<file path="src/rtl/sigmoid_pkg.sv">
// Shared types and constants for the shared LUT-sigmoid datapath.
// Lane formats: Q8.8 signed in, Q0.16 unsigned out.
package sigmoid_pkg;

  localparam int SIG_IN_W    = 16;
  localparam int SIG_OUT_W   = 16;
  localparam int SIG_TILE    = 4;
  localparam int SIG_NUM_REQ = 3;
  localparam int SIG_TAG_DEP = 4;

  typedef logic [SIG_TILE-1:0][SIG_IN_W-1:0]  sig_in_vec_t;
  typedef logic [SIG_TILE-1:0][SIG_OUT_W-1:0] sig_out_vec_t;
  typedef logic [$clog2(SIG_NUM_REQ)-1:0]     req_id_t;

endpackage

</file>
<file path="src/rtl/sigmoid_share_arb_tag_fifo.sv">
// In-order requester-ID FIFO with first-word fall-through head.
// Depth need not be a power of two; pointers wrap explicitly.
module sig_tag_fifo #(
  parameter int W     = 2,
  parameter int DEPTH = 4,
  parameter int CW    = $clog2(DEPTH+1)
) (
  input  logic          clk,
  input  logic          rst_n,
  input  logic          push,
  input  logic          pop,
  input  logic [W-1:0]  din,
  output logic [W-1:0]  dout,
  output logic          full,
  output logic          empty,
  output logic [CW-1:0] count
);

  localparam int PW = (DEPTH > 1) ? $clog2(DEPTH) : 1;

  logic [W-1:0]  mem_q [DEPTH];
  logic [PW-1:0] wp_q, wp_d;
  logic [PW-1:0] rp_q, rp_d;
  logic [CW-1:0] cnt_q, cnt_d;
  logic          do_push, do_pop;

  assign full    = (cnt_q == CW'(DEPTH));
  assign empty   = (cnt_q == '0);
  assign count   = cnt_q;
  assign dout    = mem_q[rp_q];
  assign do_push = push && !full;
  assign do_pop  = pop && !empty;

  always_comb begin
    wp_d  = wp_q;
    rp_d  = rp_q;
    cnt_d = cnt_q;
    if (do_push)
      wp_d = (wp_q == PW'(DEPTH-1)) ? '0 : wp_q + PW'(1);
    if (do_pop)
      rp_d = (rp_q == PW'(DEPTH-1)) ? '0 : rp_q + PW'(1);
    unique case ({do_push, do_pop})
      2'b10:   cnt_d = cnt_q + CW'(1);
      2'b01:   cnt_d = cnt_q - CW'(1);
      default: cnt_d = cnt_q;
    endcase
  end

  always_ff @(posedge clk) begin
    if (do_push)
      mem_q[wp_q] <= din;
  end

  always_ff @(posedge clk or negedge rst_n) begin
    if (!rst_n) begin
      wp_q  <= '0;
      rp_q  <= '0;
      cnt_q <= '0;
    end else begin
      wp_q  <= wp_d;
      rp_q  <= rp_d;
      cnt_q <= cnt_d;
    end
  end

endmodule

</file>
<file path="src/rtl/sigmoid_share_arb.sv">
// Round-robin share of one in-order 4-lane sigmoid unit among requesters.
// Issue order is kept in a tag FIFO so results route back without reordering.
module sigmoid_share_arb
  import sigmoid_pkg::*;
#(
  parameter int NUM_REQ   = SIG_NUM_REQ,
  parameter int TILE_SIZE = SIG_TILE,
  parameter int IN_W      = SIG_IN_W,
  parameter int OUT_W     = SIG_OUT_W,
  parameter int TAG_DEPTH = SIG_TAG_DEP
) (
  input  logic                           clk,
  input  logic                           rst_n,
  input  logic [NUM_REQ-1:0]             req_valid,
  output logic [NUM_REQ-1:0]             req_ready,
  input  logic [NUM_REQ*TILE_SIZE*IN_W-1:0] req_vec,
  output logic [NUM_REQ-1:0]             rsp_valid,
  input  logic [NUM_REQ-1:0]             rsp_ready,
  output logic [TILE_SIZE*OUT_W-1:0]     rsp_vec,
  output logic                           s_in_valid,
  input  logic                           s_in_ready,
  output logic [TILE_SIZE*IN_W-1:0]      s_in_vec,
  input  logic                           s_out_valid,
  output logic                           s_out_ready,
  input  logic [TILE_SIZE*OUT_W-1:0]     s_out_vec,
  output logic [$clog2(TAG_DEPTH+1)-1:0] inflight,
  output logic                           err_underrun
);

  localparam int IDW = $clog2(NUM_REQ);
  localparam int VW  = TILE_SIZE * IN_W;
  localparam int CW  = $clog2(TAG_DEPTH+1);

  logic [IDW-1:0] rr_q, rr_d;
  logic [IDW-1:0] grant, head;
  logic           found;
  logic           tag_full, tag_empty;
  logic           issue, ret;
  logic           err_q, err_d;

  always_comb begin
    int idx;
    grant = '0;
    found = 1'b0;
    idx   = 0;
    for (int k = 0; k < NUM_REQ; k++) begin
      idx = (int'(rr_q) + k) % NUM_REQ;
      if (!found && req_valid[idx]) begin
        found = 1'b1;
        grant = IDW'(idx);
      end
    end
  end

  assign s_in_valid = found && !tag_full;
  assign s_in_vec   = req_vec[int'(grant)*VW +: VW];
  assign issue      = s_in_valid && s_in_ready;

  // Full is evaluated on the registered count only, so a same-cycle
  // pop cannot open the input side combinationally.
  always_comb begin
    req_ready = '0;
    rsp_valid = '0;
    for (int i = 0; i < NUM_REQ; i++) begin
      req_ready[i] = issue && (int'(grant) == i);
      rsp_valid[i] = s_out_valid && !tag_empty && (int'(head) == i);
    end
  end

  assign s_out_ready = !tag_empty && rsp_ready[head];
  assign rsp_vec     = s_out_vec;
  assign ret         = s_out_valid && s_out_ready;

  always_comb begin
    rr_d = rr_q;
    if (issue)
      rr_d = (int'(grant) == NUM_REQ-1) ? '0 : grant + IDW'(1);
    err_d = err_q | (s_out_valid && tag_empty);
  end

  always_ff @(posedge clk or negedge rst_n) begin
    if (!rst_n) begin
      rr_q  <= '0;
      err_q <= 1'b0;
    end else begin
      rr_q  <= rr_d;
      err_q <= err_d;
    end
  end

  assign err_underrun = err_q;

  sig_tag_fifo #(
    .W     (IDW),
    .DEPTH (TAG_DEPTH),
    .CW    (CW)
  ) u_tags (
    .clk   (clk),
    .rst_n (rst_n),
    .push  (issue),
    .pop   (ret),
    .din   (grant),
    .dout  (head),
    .full  (tag_full),
    .empty (tag_empty),
    .count (inflight)
  );

endmodule
</file>
<file path="config.mk">
export PLATFORM = sky130hd
export DESIGN_NAME = sigmoid_share_arb
export DESIGN_NICKNAME = d
export VERILOG_FILES = /design/src/rtl/sigmoid_pkg.sv /design/src/rtl/sigmoid_share_arb_tag_fifo.sv /design/src/rtl/sigmoid_share_arb.sv
export SDC_FILE = /design/constraint.sdc
export NUM_CORES = 1
export LEC_CHECK = 0
export ABC_AREA = 1
export CAP_MARGIN = 5
export CORE_AREA = 10 10 151 153
export CTS_CLUSTER_DIAMETER = 120
export DETAILED_ROUTE_END_ITERATION = 12
export DIE_AREA = 0 0 161 163
export GPL_TIMING_DRIVEN = 0
export MAX_ROUTING_LAYER = met4
export PLACE_DENSITY = 0.68
export SYNTH_ARGS = -nofsm -noshare
export SYNTH_HDL_FRONTEND = slang
export SYNTH_SLANG_ARGS = --single-unit
</file>
<file path="constraint.sdc">
create_clock -name clk -period 2.3 [get_ports clk]
set_input_delay 0.345 -clock clk [delete_from_list [all_inputs] [get_ports clk]]
set_output_delay 0.345 -clock clk [all_outputs]
set_load 0.05 [all_outputs]
</file>
==> run metrics <==
CTS Root Cell=clkbuf_16; Post-Synthesis Cells=503; CTS Buffer Depth=2; Worst-Margin Slew=0.5435 ns; Post-Syn Area=3390 µm²; total track usage=15.59%; clock latency on the worst-skew pair=0.25 ns; Critical Path AT=2.34 ns; routed vias=4788; failing checks=setup timing; Die H=163 µm; Worst Path Required=1.96 ns; vias in the first global route=5248; global route overflow=0; post-route minimum period=2.683 ns; Initial Util=17.02%; Net count, final=1164; hold crit path type=in -> async; synth warn=0; crit path kind=reg -> out; CP Max Fanout=6; post-synthesis sequential area ratio=14.47%; pins over their slew limit=0; share of cells above drive strength 1=44.47%; commonest non-fill, non-tap cell in the layout=clkdlybuf4s50_1; Via density=4.142; top cells by area in the synthesized netlist=buf_4 16%, nand3_1 15%, nand2_1 14%; crit share post-route=116.7%; drt wl/cell=19.26 µm; critical path capture point type=output pin; most frequent cells in the layout=269 x clkdlybuf4s50_1, 117 x nand2_1, 87 x nand3_2, 83 x buf_4, 59 x buf_8; CTS H-tree lvls=1; Row Count=52; CTS tree=built; PnR worst setup slack=-0.3832 ns; port buffer count=341; Syn Nets=780; Yosys reg bits=18; mean area per synthesized cell=6.739 µm²; Layout Skew=0.005250 ns; number of setup violations in the final report=70; GPL Wtd Cong=0.8664; Die Area=26240 µm²; post-layout util=44.22%; R2R cell count=16; IO Pins=406; Slew HR=63.65%; first-pass GRT wire length=31.11 mm; DRT Pass-1 Iters=4; clk sink count=18; Worst-path clk slew=0.05 ns; P&R area growth vs syn=159.7%; RSZ-0062 raised after global routing=yes; status=complete, but fails checks; die outline width=161 µm; Hold Fails Final Rpt=0; initial DRC count=200; Antenna Cells=0; remaining antenna violation count after routing=0; synth unique cells=30; Synth top area share=15.50%; Worst setup SP type=flop; max-cap viol count=0; f_max=0.3727 GHz; DRC=0; largest net degree at the start of global routing=14; core area=19910 µm²; area leader, netlist=buf_4; CTS buffer count=3; DRT Wirelength=22.27 mm; initial antenna violation count=0; post-DP HPWL=17.99 mm
==> critical path: stages (launching register included) <==
cell       delay [ns]
dfrtp_2          0.44
ha_4             0.29
inv_2            0.04
nand2_2          0.05
nand2_2          0.06
a21oi_4          0.21
nand4_1          0.17
nand2_4          0.17
buf_12           0.17
clkbuf_16        0.17
nand3_2          0.08
nand3_2          0.08
buf_8            0.15
==> state kept, by name (all words and copies together), names as in the netlist <==
signal and count:
rr_q 2, u_tags.mem_q 8, u_tags.count 3, u_tags.rp_q 2, u_tags.wp_q 2, err_underrun 1
==> cell usage after synthesis (all sizes together) <==
library cell and number:
a21oi 3, buf 89, clkbuf 3, dfrtp 10, edfxtp 8, fa 1, ha 10, inv 31
nand2 169, nand3 144, nand3b 2, nand4 2, nor2 15, nor3 1, nor3b 1, nor4 1
o21ai 9, o21bai 1, or2 1, xnor2 2
==> repair_timing <==
item                                    CTS  global route
endpoints found under the setup margin   74            74
gates cloned                              3             7
buffers inserted                         25             8
resized for setup                       640            62
hold buffers                              0             0
pin swaps                                21            22
==> through the flow <==
stage / worst slack, ns / hold slack [ns] / TNS [ns] / std cells / instance area [µm²]
final: -0.3832 / 0.4148 / -23.80 / 1156 / 8803
after global routing: -0.4938 / 0.4526 / -31.56 / 1156 / 8803
after CTS: -0.3923 / 0.4359 / -22.71 / 1143 / 8387
after detailed placement: -1.178 / 0.4741 / -68.95 / 1114 / 7316
after global placement: -1.200 / 0.4620 / -69.20 / 1114 / 7316
after floorplan: -0.3635 / 0.04941 / -0.6229 / 503 / 3565
==> path summary, 6_finish.rpt <==
path,from,end,slack (ns)
setup / recovery,rr_q[1]$_DFFE_PN0P_,s_in_vec[52],-0.38
hold / removal,rst_n,rr_q[0]$_DFFE_PN0P_,0.41
setup reg to reg,rr_q[1]$_DFFE_PN0P_,u_tags.count[2]$_DFFE_PN0P_,-0.27
hold reg to reg,err_underrun$_DFF_PN0_,err_underrun$_DFF_PN0_,0.48
max in group asynchronous,rst_n,rr_q[1]$_DFFE_PN0P_,1.55
min in group clk,err_underrun$_DFF_PN0_,err_underrun$_DFF_PN0_,0.48
==> kinds of logic after synthesis <==
group                      after synthesis  synth area share (%)
and+or+nand+nor                        336                 52.42
buffers and inverters                  123                 25.88
DFF                                     18                 14.47
AOI/OAI and AO/OA                       13                 2.436
adders and majority gates               11                 4.282
xor gates and xnor gates                 2                0.5169
==> routing by layer <==
| metal | track usage [%] | share of wire, % | vias to the layer above |
|---|---|---|---|
| met3 | 3.716 | 6.9 | 20 |
| met5 | - | 0 | - |
| met2 | 27.73 | 52 | 225 |
| met1 | 17.69 | 40 | 2185 |
| li1 | - | - | 2358 |
| met4 | 2.523 | 1.4 | 0 |
==> cell type report <==
class | count | area (µm²)
buffer | 89 | 904.6
clock buffer | 4 | 88.84
fill | 1933 | 11110
inverter | 31 | 122.6
multi-input combinational | 362 | 2628
sequential | 18 | 491.7
tap | 270 | 337.8
timing repair buffer | 382 | 4230
Power is left out: the tool's default activity adds up to more than one toggle a clock period on the data nets, which glitch-free logic cannot reach.
